===== src/rtl/pipe_stage_skid.sv =====
// Two-entry skid pipeline stage: registered in_ready, bubble-masked control,
// synchronous flush and a saturating count of consumed bubbles.
module pipe_stage_skid #(
    parameter int unsigned DATA_W = 64,
    parameter int unsigned CTRL_W = 8,
    parameter int unsigned CNT_W  = 16
) (
    input  logic              clock,
    input  logic              resetn,
    input  logic              in_valid,
    output logic              in_ready,
    input  logic [CTRL_W-1:0] in_ctrl,
    input  logic [DATA_W-1:0] in_data,
    input  logic              flush,
    output logic              out_valid,
    input  logic              out_ready,
    output logic [CTRL_W-1:0] out_ctrl,
    output logic [DATA_W-1:0] out_data,
    output logic              out_bubble,
    output logic [CNT_W-1:0]  bubble_count
);

    localparam logic [1:0] ST_EMPTY = 2'd0;
    localparam logic [1:0] ST_ONE   = 2'd1;
    localparam logic [1:0] ST_FULL  = 2'd2;

    logic [1:0]        state_q,     state_d;
    logic              in_ready_q,  in_ready_d;
    logic [CTRL_W-1:0] head_ctrl_q, head_ctrl_d;
    logic [DATA_W-1:0] head_data_q, head_data_d;
    logic [CTRL_W-1:0] skid_ctrl_q, skid_ctrl_d;
    logic [DATA_W-1:0] skid_data_q, skid_data_d;
    logic [CNT_W-1:0]  cnt_q,       cnt_d;

    logic acc;
    logic pop;
    logic valid;

    assign valid = (state_q == ST_ONE) || (state_q == ST_FULL);
    assign acc   = in_valid & in_ready_q;
    assign pop   = valid & out_ready;

    always_comb begin
        state_d     = state_q;
        head_ctrl_d = head_ctrl_q;
        head_data_d = head_data_q;
        skid_ctrl_d = skid_ctrl_q;
        skid_data_d = skid_data_q;
        cnt_d       = cnt_q;

        if (flush) begin
            state_d = ST_EMPTY;
        end else begin
            case (state_q)
                ST_EMPTY: begin
                    if (acc) begin
                        head_ctrl_d = in_ctrl;
                        head_data_d = in_data;
                        state_d     = ST_ONE;
                    end
                end
                ST_ONE: begin
                    if (acc && pop) begin
                        head_ctrl_d = in_ctrl;
                        head_data_d = in_data;
                    end else if (pop) begin
                        state_d = ST_EMPTY;
                    end else if (acc) begin
                        skid_ctrl_d = in_ctrl;
                        skid_data_d = in_data;
                        state_d     = ST_FULL;
                    end
                end
                ST_FULL: begin
                    // in_ready is low here, so only a pop can move the stage
                    if (pop) begin
                        head_ctrl_d = skid_ctrl_q;
                        head_data_d = skid_data_q;
                        state_d     = ST_ONE;
                    end
                end
                default: state_d = ST_EMPTY;
            endcase
        end

        in_ready_d = (state_d != ST_FULL);

        if (!valid && out_ready && (cnt_q != '1)) begin
            cnt_d = cnt_q + CNT_W'(1);
        end
    end

    always_ff @(posedge clock or negedge resetn) begin
        if (!resetn) begin
            state_q     <= ST_EMPTY;
            in_ready_q  <= 1'b0;
            head_ctrl_q <= '0;
            head_data_q <= '0;
            skid_ctrl_q <= '0;
            skid_data_q <= '0;
            cnt_q       <= '0;
        end else begin
            state_q     <= state_d;
            in_ready_q  <= in_ready_d;
            head_ctrl_q <= head_ctrl_d;
            head_data_q <= head_data_d;
            skid_ctrl_q <= skid_ctrl_d;
            skid_data_q <= skid_data_d;
            cnt_q       <= cnt_d;
        end
    end

    assign in_ready     = in_ready_q;
    assign out_valid    = valid;
    assign out_bubble   = ~valid;
    assign out_ctrl     = valid ? head_ctrl_q : '0;
    assign out_data     = head_data_q;
    assign bubble_count = cnt_q;

endmodule


===== config.mk =====
export PLATFORM = sky130hd
export DESIGN_NAME = pipe_stage_skid
export DESIGN_NICKNAME = d
export VERILOG_FILES = /design/src/rtl/pipe_stage_skid.sv
export SDC_FILE = /design/constraint.sdc
export NUM_CORES = 1
export LEC_CHECK = 0
export BUFFER_PORTS_ARGS = -buffer_cell sky130_fd_sc_hd__buf_4
export CAP_MARGIN = 20
export CORE_AREA = 2 2 163 165
export DETAILED_ROUTE_END_ITERATION = 10
export DIE_AREA = 0 0 165 167
export GPL_TIMING_DRIVEN = 1
export SLEW_MARGIN = 20
export SYNTH_ARGS = -nofsm -noshare
export SYNTH_HDL_FRONTEND = slang
export SYNTH_SLANG_ARGS = --single-unit

===== constraint.sdc =====
create_clock -name clock -period 2.4 [get_ports clock]
set_clock_uncertainty 0.2 [all_clocks]
set_input_delay 0.48 -clock clock [delete_from_list [all_inputs] [get_ports clock]]
set_output_delay 0.48 -clock clock [all_outputs]
set_load 0.02 [all_outputs]

==> run summary, run 1 <==
number of antenna violations at the first check in global routing - 1
required time reported for the critical path endpoint - 1720 ps
layout filler cell count - 2444
main area contributors after synthesis - sky130_fd_sc_hd__dfrtp_1, sky130_fd_sc_hd__mux2_4, sky130_fd_sc_hd__mux2_2
die extent in y - 167 microns
launch point of the worst reg-to-reg path - state_q[1]
flip-flop and latch count after synthesis - 163
Area growth syn-to-layout - 29.49%
Max-Slew Margin vs Limit - 0.6726
via count normalized by instance count - 4.449
Max rail drop VDD - 0.0005150 V
buffers and inverters on the worst path - 3
Max Fanout on Critical Path - 9
worst hold-check path type - in2reg
critical hold path startpoint - in_data[63]
final setup vio count - 0
Synthesis Warnings - 0
vias in the first global route - 4790
overall die width - 165 microns
CP startpoint kind - flip-flop
max-slew violation count - 0
Arrival @ worst endpoint - 1610 ps
DRC violation total after the first TritonRoute iteration - 187
maximum clock rate - 435.8 MHz
number of port buffers - 167
Core Footprint - 25760 sq um
count of TritonRoute iterations in the first routing pass - 4
net count after synthesis - 570
mean post-synth cell area - 15.64 sq um
final worst slack - 105.5 ps
post-route non-filler standard cell count - 1015
slew of the pin with the lowest slew margin - 486.6 ps
setup repair after global routing missed its margin - no
Global Route Usage Sum - 0.1194
final-stage net count - 749
Inserted Diodes - 0
fraction of post-synthesis cell area in the top cell type by area - 0.5343
Design Area, Final - 9884 sq um
number of instances in the synthesized netlist - 488
# H-tree levels - 4
PD cells - 1025 nW/um^2
average wire per cell in the routed design - 15.68 microns
total negative slack - 0 ps
clock-pin transition on the worst setup and hold timing paths - 70 ps
number of distinct library cell variants in the gate-level netlist after synthesis - 36
DIE AREA - 27560 sq um
leakage component of the power - 4.611 nW
total CTS buffers - 17
number of violations of the max-capacitance limit - 0
worst setup timing slack at the placement stage - 87.11 ps
via count of the routed design - 4516
number of sinks on the clock net - 163
IO Pins - 168
CTS tree - built
Final min period - 2295 ps
number of cells after detailed placement - 981
Longest Clk Path Bufs - 2
critical path type - reg2out
cell with the largest stage delay on the worst path - sky130_fd_sc_hd__dfrtp_1
stage delay of the slowest cell on the critical path - 410 ps
Root Buffer Master - sky130_fd_sc_hd__clkbuf_16
pin count of the biggest net entering global routing - 53
fin crit share - 0.9560
layout cells sized above 1 - 0.5353
status - finished clean
cells traversed along the worst timing path - inv_2 -> ha_4 -> buf_8 -> and2_1 -> buf_4
number of nets still failing antenna checks after routing - 0
number of placement rows - 59
Reg2Reg Setup Slack - 180 ps
Worst Setup End Kind - output pin
largest area contributor in the synthesized netlist - sky130_fd_sc_hd__dfrtp_1
worst-skew pair later-pin latency - 420 ps
Total Wirelength - 15910 microns
area post-placement - 9264 sq um
worst setup path startpoint - state_q[0]
number of remaining DRC errors - 0
Starting Density - 0.2963
DPL Wire Length - 10640 microns
sequential element share of the synthesized area - 0.5343
combined area of all synthesized cells - 7634 sq um
cell type group with the largest total delay on the critical path - flip-flops
first-pass GRT wire length - 25680 microns
final RePlAce weighted congestion - 0.7279
hold violation count in the final report - 0
total gr overflow - 0
## final cells by class
cell class / count / area, sq um / area share
multi-input combinational: 296 / 3286 / 0.3324
sequential: 163 / 4079 / 0.4127
tap: 335 / 419.2 / 0.04241
clock inverter: 13 / 150.1 / 0.01519
timing repair buffer: 185 / 1503 / 0.1520
clock buffer: 19 / 432.9 / 0.04380
inverter: 4 / 15.01 / 0.001519
## synthesized netlist by cell type
cell                        instances
sky130_fd_sc_hd__a211oi_1           1
sky130_fd_sc_hd__a21boi_0           2
sky130_fd_sc_hd__a21boi_1           1
sky130_fd_sc_hd__a22o_1             1
sky130_fd_sc_hd__a2bb2oi_1          1
sky130_fd_sc_hd__and2_1             8
sky130_fd_sc_hd__and3_1             2
sky130_fd_sc_hd__and4_1             1
sky130_fd_sc_hd__buf_1              2
sky130_fd_sc_hd__buf_12             7
sky130_fd_sc_hd__buf_2              5
sky130_fd_sc_hd__buf_6              9
sky130_fd_sc_hd__clkbuf_1           2
sky130_fd_sc_hd__dfrtp_1          163
sky130_fd_sc_hd__ha_1               5
sky130_fd_sc_hd__inv_1              3
sky130_fd_sc_hd__inv_2              1
sky130_fd_sc_hd__mux2_1            73
sky130_fd_sc_hd__mux2_2            74
sky130_fd_sc_hd__mux2_4            70
sky130_fd_sc_hd__nand2_1           10
sky130_fd_sc_hd__nand2b_1           1
sky130_fd_sc_hd__nand3_1            5
sky130_fd_sc_hd__nand4_1           10
sky130_fd_sc_hd__nor2_1             4
sky130_fd_sc_hd__nor2b_1            1
sky130_fd_sc_hd__nor3_1             2
sky130_fd_sc_hd__nor4_1             1
sky130_fd_sc_hd__o2111ai_1          1
sky130_fd_sc_hd__o211ai_4           1
sky130_fd_sc_hd__o21ai_0            3
sky130_fd_sc_hd__o21ai_1            1
sky130_fd_sc_hd__o41a_1             1
sky130_fd_sc_hd__or3b_1             1
sky130_fd_sc_hd__xnor2_1           11
sky130_fd_sc_hd__xor2_1             4
## state kept, by name, indices dropped and copies added (netlist names)
name          flops
head_ctrl_q       8
state_q           2
bubble_count     16
out_data         64
skid_ctrl_q       8
in_ready          1
skid_data_q      64
## power by group
group | internal (mW) | leakage, nW | switching, mW
sequential | 3.74 | 1.96 | 0.579
clock | 1.55 | 0.272 | 1.18
combinational | 1.78 | 2.38 | 1.30
## metrics by stage
step / hold slack, ps / power, mW / util
floorplan: -15.59 / 6.231 / -
global placement: 206.1 / 7.392 / 0.3596
detailed placement: 201.9 / 7.449 / 0.3596
CTS: 71.25 / 10.31 / 0.3832
global route: 63.04 / 10.74 / 0.3837
finish: 98.41 / 10.13 / 0.3837
## cell families (layout without fill, tap and decap cells)
family / Yosys count / after routing / synth area share
AOI/OAI and AO/OA: 13 / 13 / 0.01426
xor gates and xnor gates: 15 / 15 / 0.01721
adders and majority gates: 5 / 5 / 0.008195
buffers and inverters: 29 / 221 / 0.03885
DFF: 163 / 163 / 0.5343
muxes: 217 / 217 / 0.3545
and+or+nand+nor: 46 / 46 / 0.03262
## layout by cell type (no fill, tap or decap), drive strengths merged, types with 3 or more instances in the layout
cell,n
a21boi,3
and2,8
buf,184
clkbuf,19
clkinv,3
clkinvlp,4
dfrtp,163
ha,5
inv,8
mux2,217
nand2,10
nand3,5
nand4,10
nor2,4
o21ai,4
xnor2,11
xor2,4
## layer usage
| layer | global-route usage | part of all wire |
|---|---|---|
| met2 | 0.1920 | 0.47 |
| met4 | 0.02647 | 0.0065 |
| met1 | 0.1548 | 0.46 |
| met3 | 0.04110 | 0.061 |
| met5 | 0 | 0 |
## what timing repair did
item | CTS | global route
setup buffers | 0 | 1
hold buffers | 1 | 0
endpoints found under the hold margin | 30 | 0
pin swaps | 0 | 0
endpoints found under the setup margin | 9 | 7
gates resized for setup | 3 | 1
## path summary, 6_finish.rpt
kind | cells past startpoint | end
setup / recovery | 5 | out_ctrl[6]
hold / removal | 2 | skid_data_q[63]
setup reg to reg | 6 | skid_data_q[9]
hold reg to reg | 1 | head_ctrl_q[5]
max in group asynchronous | 3 | skid_data_q[37]
min in group asynchronous | 2 | bubble_count[1]
No activity file was read; power rests on OpenSTA's default activity.
==> inputs of run 2 (changes only) <==
Clock period 2.4 ns to 3 ns, I/O delays scaled along.
==> run 2 against run 1 <==
Clock power down 15%. Sequential share of layout area up 0.25 points. Non-clock buffer count down 7. Worst setup slack gained 280 ps. Global-route usage up 0.29 points. Cell count is 0.89% lower. Register-to-register slack improved by 380 ps. Wire length is 2.5% higher.
==> run summary, run 2 (synthesis results as in run 1) <==
number of port buffers - 167 (unchanged)
total area of sequential cells - 4079 sq um (unchanged)
Area growth syn-to-layout - 28.70%
status - finished clean
area of the multi-input gates - 3273 sq um (-0.38%)
max-slew violation count - 0 (unchanged)
Hold Slack - 210.0 ps (+111.6 ps)
leakage component of the power - 4.594 nW (-0.37%)
number of remaining DRC errors - 0 (unchanged)
clock-pin transition on the worst setup and hold timing paths - 60 ps (about the same)
CTS hold repair buffers - 1 (unchanged)
cells traversed along the worst timing path - inv_1 -> ha_1 -> buf_4 -> and2_1 -> buf_4
DPL Wire Length - 10570 microns (-0.65%)
PD cells - 838.0 nW/um^2 (-18%)
critical path type - reg2out
fin crit share - 0.8725
Arrival @ worst endpoint - 1820 ps (+210 ps)
Crit path top cell by count - sky130_fd_sc_hd__buf_4
Max Fanout on Critical Path - 12 (+3)
Core Footprint - 25760 sq um (unchanged)
Final min period - 2618 ps
CTS tree - built
total negative slack - 0 ps (unchanged)
worst setup timing slack at the placement stage - 555.9 ps (+468.8 ps)
count of TritonRoute iterations in the first routing pass - 4 (unchanged)
pin count of the biggest net entering global routing - 57 (+7.5%)
via count normalized by instance count - 4.457 (+0.18%)
vias in the first global route - 4871 (+1.7%)
final setup vio count - 0 (unchanged)
Power, Total - 8.233 mW (-19%)
maximum clock rate - 382.0 MHz
Starting Density - 0.2963 (unchanged)
most used cells in the layout excluding fill and tap cells - sky130_fd_sc_hd__buf_4, sky130_fd_sc_hd__dfrtp_1, sky130_fd_sc_hd__mux2_2, sky130_fd_sc_hd__mux2_1, sky130_fd_sc_hd__mux2_4
Inserted Diodes - 0 (unchanged)
Reg2Reg Setup Slack - 560 ps (+380 ps)
number of violations of the max-capacitance limit - 0 (unchanged)
CP startpoint kind - flip-flop
DRC violation total after the first TritonRoute iteration - 126 (-33%)
number of antenna violations at the first check in global routing - 0 (-1)
slew of the pin with the lowest slew margin - 511.2 ps (+24.55 ps)
layout cells sized above 1 - 0.5291 (-0.006233)
IO Pins - 168 (unchanged)
die extent in y - 167 microns (unchanged)
worst-skew pair later-pin latency - 420 ps (about the same)
number of nets still failing antenna checks after routing - 0 (unchanged)
most common cell after layout, fill and taps aside - sky130_fd_sc_hd__buf_4
required time reported for the critical path endpoint - 2200 ps (+480 ps)
via count of the routed design - 4484 (-0.71%)
final worst slack - 382.4 ps (+276.9 ps)
Worst Setup End Kind - output pin
number of placement rows - 59 (unchanged)
Post-CTS Repair Setup Buffers - 0 (unchanged)
post-route non-filler standard cell count - 1006 (-0.89%)
total gr overflow - 0 (unchanged)
Global Route Usage Sum - 0.1223 (+0.002909)
number of sinks on the clock net - 163 (unchanged)
overall die width - 165 microns (unchanged)
number of instances resized during post-cts repair - 0 (-3)
total CTS buffers - 17 (unchanged)
Max-Slew Margin vs Limit - 0.6592 (-0.01337)
final-stage net count - 742 (-0.93%)
number of cells after detailed placement - 975 (-0.61%)
Total Wirelength - 16310 microns (+2.5%)
first-pass GRT wire length - 26130 microns (+1.7%)
stage delay of the slowest cell on the critical path - 440 ps (+30 ps)
final RePlAce weighted congestion - 0.7059 (-3.0%)
average wire per cell in the routed design - 16.21 microns (+3.4%)
DIE AREA - 27560 sq um (unchanged)
layout filler cell count - 2448 (+0.16%)
cell with the largest stage delay on the worst path - sky130_fd_sc_hd__dfrtp_1
Root Buffer Master - sky130_fd_sc_hd__clkbuf_16
hold violation count in the final report - 0 (unchanged)
Longest Clk Path Bufs - 2 (unchanged)
worst hold-check path type - in2reg
# H-tree levels - 4 (unchanged)
setup repair after global routing missed its margin - no
Max rail drop VDD - 0.0003522 V (-32%)
[run 2: cell count changes in the layout (fill, tap and decap cells not counted), sizes merged]
cell	change
buf	-7
bufinv	+2
clkinvlp	-3
inv	-2
clkinv	+2
clkbuf	-1
[run 2: per-layer routing]
layer | track usage | vias up | routed length, microns
met5 | 0 | - | 0
met4 | 0.03516 | 0 | 140
met3 | 0.04035 | 9 | 1004
li1 | - | 2092 | -
met2 | 0.1978 | 98 | 7743
met1 | 0.1554 | 2285 | 7419
[run 2: cell type report]
class | instances | share of cell area
clock inverters | 12 | 0.01847
flip-flops and latches | 163 | 0.4152
repair buffers | 178 | 0.1443
well taps | 335 | 0.04266
clock buffers | 18 | 0.04470
inverters | 4 | 0.001528
multi-input cells | 296 | 0.3332
[run 2: critical path: cells and delay by family, from the launching register on]
| kind | cells | cell delay (ps) |
|---|---|---|
| simple gates | 1 | 180 |
| fa+ha+maj | 1 | 330 |
| buf+inv | 3 | 440 |
| flops | 1 | 440 |
[run 2: power breakdown]
group	leakage [nW]	switching [mW]	internal [mW]
logic	2.33	1.04	1.40
registers	1.96	0.461	2.99
clock network	0.303	0.922	1.41
[run 2: per-stage QoR]
step           utilization  cell area (sq um)
2_1_floorplan            -               7634
3_3_place_gp        0.3569               9194
3_5_place_dp        0.3569               9194
4_1_cts             0.3813               9824
5_1_grt             0.3813               9824
6_report            0.3813               9824
[run 2: worst paths after layout]
kind                                startpoint              end  cells after the start
min in group asynchronous               resetn  bubble_count[2]                      2
worst max-delay path                state_q[1]      out_ctrl[2]                      5
worst min-delay path                in_ctrl[7]   skid_ctrl_q[7]                      2
worst min register to register  head_ctrl_q[7]   head_ctrl_q[7]                      1
max in group asynchronous               resetn  skid_data_q[39]                      3
worst max register to register      state_q[1]     out_data[60]                      8
==> inputs of run 3 (changes only) <==
Settings changed: ABC_AREA set to 1, CORE_AREA 2 2 163 165 to 2 2 161 163, DIE_AREA 0 0 165 167 to 0 0 163 165.
==> run 3 against run 2 <==
Cell count up 37%. Count of clock-buffer cells in the layout unchanged. Critical endpoint is now out_ctrl[3]. Sequential power down 1%. Critical path type unchanged. Sequential cell count unchanged. Worst setup slack better by 51 ps. Critical path depth up 1. Worst hold slack worse by 20 ps. Clock power down 7%. Core utilization down 0.10 points.
==> run summary, run 3 <==
number of violations of the max-capacitance limit - 0 (unchanged)
number of antenna violations at the first check in global routing - 0 (unchanged)
first-pass GRT wire length - 28920 microns (+11%)
count of TritonRoute iterations in the first routing pass - 4 (unchanged)
most common cell after layout, fill and taps aside - sky130_fd_sc_hd__nand2_1
via count of the routed design - 6083 (+36%)
Synthesis Warnings - 0 (unchanged)
critical path type - reg2out
maximum clock rate - 389.6 MHz (+2.0%)
launch point of the worst reg-to-reg path - state_q[0]
asr flop ratio synth - 1.000 (unchanged)
leakage component of the power - 4.500 nW (-2.0%)
final-stage net count - 1121 (+51%)
CP startpoint kind - flip-flop
DRC violation total after the first TritonRoute iteration - 416 (+230%)
hold violation count in the final report - 0 (unchanged)
number of cells on the worst reg-to-reg path - 10 (+2)
setup repair after global routing missed its margin - no
total CTS buffers - 17 (unchanged)
Worst Setup End Kind - output pin
Global Route Usage Sum - 0.1345 (+0.01224)
status - finished clean
critical hold path startpoint - in_data[4]
max-slew violation count - 0 (unchanged)
Total Wirelength - 17440 microns (+6.9%)
Starting Density - 0.2972 (+0.0009069)
most instantiated library cell after synthesis - sky130_fd_sc_hd__nand2_1
net count after synthesis - 974 (+71%)
via count normalized by instance count - 4.402 (-1.2%)
slew of the pin with the lowest slew margin - 574.1 ps (+62.95 ps)
number of placement rows - 58 (-1.7%)
cells traversed along the worst timing path - inv_1 -> ha_1 -> buf_4 -> nand2_1 -> inv_1 -> buf_4
Reg2Reg Setup Slack - 500 ps (-60 ps)
sequential element share of the synthesized area - 0.5482 (+0.01384)
CTS tree - built
leading cell types by count after synthesis - sky130_fd_sc_hd__nand2_1, sky130_fd_sc_hd__dfrtp_1, sky130_fd_sc_hd__o21ai_1, sky130_fd_sc_hd__o21ai_0, sky130_fd_sc_hd__inv_1
Design Area, Final - 9522 sq um (-3.1%)
layout filler cell count - 2547 (+4.0%)
Hold Crit Endpoint - skid_data_q[4]
final setup vio count - 0 (unchanged)
Max-Slew Margin vs Limit - 0.6173 (-0.04197)
number of instances in the synthesized netlist - 892 (+83%)
worst-skew pair later-pin latency - 420 ps (about the same)
required time reported for the critical path endpoint - 2200 ps (about the same)
overall die width - 163 microns (-1.2%)
layout cells sized above 1 - 0.2148 (-0.3142)
largest area contributor in the synthesized netlist - sky130_fd_sc_hd__dfrtp_1
Max Fanout on Critical Path - 11 (-1)
cell with the largest stage delay on the worst path - sky130_fd_sc_hd__dfrtp_1
cell type group with the largest total delay on the critical path - buffers and inverters
number of flops mapped to enable cells by yosys - 0 (unchanged)
Inserted Diodes - 0 (unchanged)
clock-pin transition on the worst setup and hold timing paths - 70 ps (about the same)
r2r endpoint - out_data[24]
most used cells in the layout excluding fill and tap cells - sky130_fd_sc_hd__nand2_1, sky130_fd_sc_hd__buf_4, sky130_fd_sc_hd__dfrtp_1, sky130_fd_sc_hd__o21ai_1, sky130_fd_sc_hd__o21ai_0
PD cells - 838.8 nW/um^2 (about the same)
number of port buffers - 167 (unchanged)
number of nets still failing antenna checks after routing - 0 (unchanged)
number of distinct library cell variants in the gate-level netlist after synthesis - 24 (-33%)
Arrival @ worst endpoint - 1770 ps (-50 ps)
pin count of the biggest net entering global routing - 147 (+160%)
average wire per cell in the routed design - 12.62 microns (-22%)
fin crit share - 0.8555 (-0.01701)
DPL Wire Length - 11610 microns (+9.8%)
combined area of all synthesized cells - 7441 sq um (-2.5%)
fraction of post-synthesis cell area in the top cell type by area - 0.5482 (+0.01384)
area post-placement - 8931 sq um (-2.9%)
number of instances resized during post-cts repair - 0 (unchanged)
buffers and inverters on the worst path - 4 (+1)
vias in the first global route - 5635 (+16%)
worst hold-check path type - in2reg
most instantiated flip-flop cell in the synthesis netlist - sky130_fd_sc_hd__dfrtp_1
Core Footprint - 25040 sq um (-2.8%)
IO Pins - 168 (unchanged)
main area contributors after synthesis - sky130_fd_sc_hd__dfrtp_1, sky130_fd_sc_hd__nand2_1, sky130_fd_sc_hd__o21ai_1
stage delay of the slowest cell on the critical path - 430 ps (about the same)
DIE AREA - 26900 sq um (-2.4%)
total negative slack - 0 ps (unchanged)
Max rail drop VDD - 0.0003261 V (-7.4%)
# H-tree levels - 4 (unchanged)
number of sinks on the clock net - 163 (unchanged)
Area growth syn-to-layout - 27.96%
total gr overflow - 0 (unchanged)
Longest Clk Path Bufs - 2 (unchanged)
number of stages on the worst hold path - 3 (+1)
Final min period - 2567 ps (-51.03 ps)
die extent in y - 165 microns (-1.2%)
flip-flop and latch count after synthesis - 163 (unchanged)
number of remaining DRC errors - 0 (unchanged)
mean post-synth cell area - 8.342 sq um (-47%)
Root Buffer Master - sky130_fd_sc_hd__clkbuf_16
final RePlAce weighted congestion - 0.7786 (+10%)
[run 3: logic make-up (layout without fill, tap and decap cells)]
| family | after synthesis | count (layout) | share of synthesized area |
|---|---|---|---|
| AOI/OAI and AO/OA | 231 | 231 | 0.1599 |
| xor gates and xnor gates | 8 | 8 | 0.009417 |
| adders and majority gates | 5 | 5 | 0.008408 |
| buffers and inverters | 149 | 309 | 0.09383 |
| DFF | 163 | 163 | 0.5482 |
| and+or+nand+nor | 336 | 336 | 0.1803 |
[run 3: power breakdown]
group	switching, mW	internal [mW]
combinational	1.41	0.991
clock	0.944	1.24
sequential	0.406	2.99
[run 3: through the flow]
stage	util	instances	setup WS, ps	hold slack, ps	power [mW]
2_1_floorplan	-	892	899.8	104.4	4.877
3_3_place_gp	0.3567	1349	599.1	268.5	5.815
3_5_place_dp	0.3567	1349	532.4	274.6	5.881
4_1_cts	0.3803	1382	390.0	163.9	8.121
5_1_grt	0.3803	1382	239.7	177.2	8.555
6_report	0.3803	1382	433.4	190.0	7.987
[run 3: routing by layer]
metal | GRT usage | vias up | share of wire
met5 | 0 | - | 0
met2 | 0.2126 | 125 | 0.46
met4 | 0.04827 | 0 | 0.018
li1 | - | 3127 | -
met3 | 0.03089 | 15 | 0.045
met1 | 0.1810 | 2816 | 0.47
[run 3: worst max path at each step]
| stage | slack [ps] | end | from | depth (start not counted) |
|---|---|---|---|---|
| finish | 430 | out_ctrl[3] | state_q[0] | 6 |
| global placement | 600 | out_data[23] | state_q[0] | 10 |
| global route | 240 | out_data[16] | state_q[0] | 10 |
| floorplan | 900 | out_data[19] | state_q[0] | 11 |
| detailed placement | 530 | out_data[9] | state_q[0] | 10 |
| CTS | 390 | out_ctrl[3] | state_q[0] | 6 |
[run 3: area by class of cell]
cell class,instances,area [sq um],area share
clock buffer,18,429.2,0.04507
clock inverter,14,151.4,0.01590
inverter,100,375.4,0.03942
multi-input combinational,580,2676,0.2811
sequential,163,4079,0.4284
tap,330,412.9,0.04336
timing repair buffer,177,1398,0.1468
[run 3: repair_timing]
action	4_1_cts	5_1_grt
endpoints found under the hold margin	24	0
hold buffers	1	0
setup buffers	0	0
[run 3: worst reg2reg max path: stages (launching register included)]
cell and delay [ps]:
sky130_fd_sc_hd__dfrtp_1 430, sky130_fd_sc_hd__inv_1 110, sky130_fd_sc_hd__ha_1 320, sky130_fd_sc_hd__nand2_1 90, sky130_fd_sc_hd__inv_2 110, sky130_fd_sc_hd__nand2_1 80
sky130_fd_sc_hd__nand2_1 100, sky130_fd_sc_hd__nand4_4 360, sky130_fd_sc_hd__buf_12 370, sky130_fd_sc_hd__nand2_1 170, sky130_fd_sc_hd__o21ai_1 60
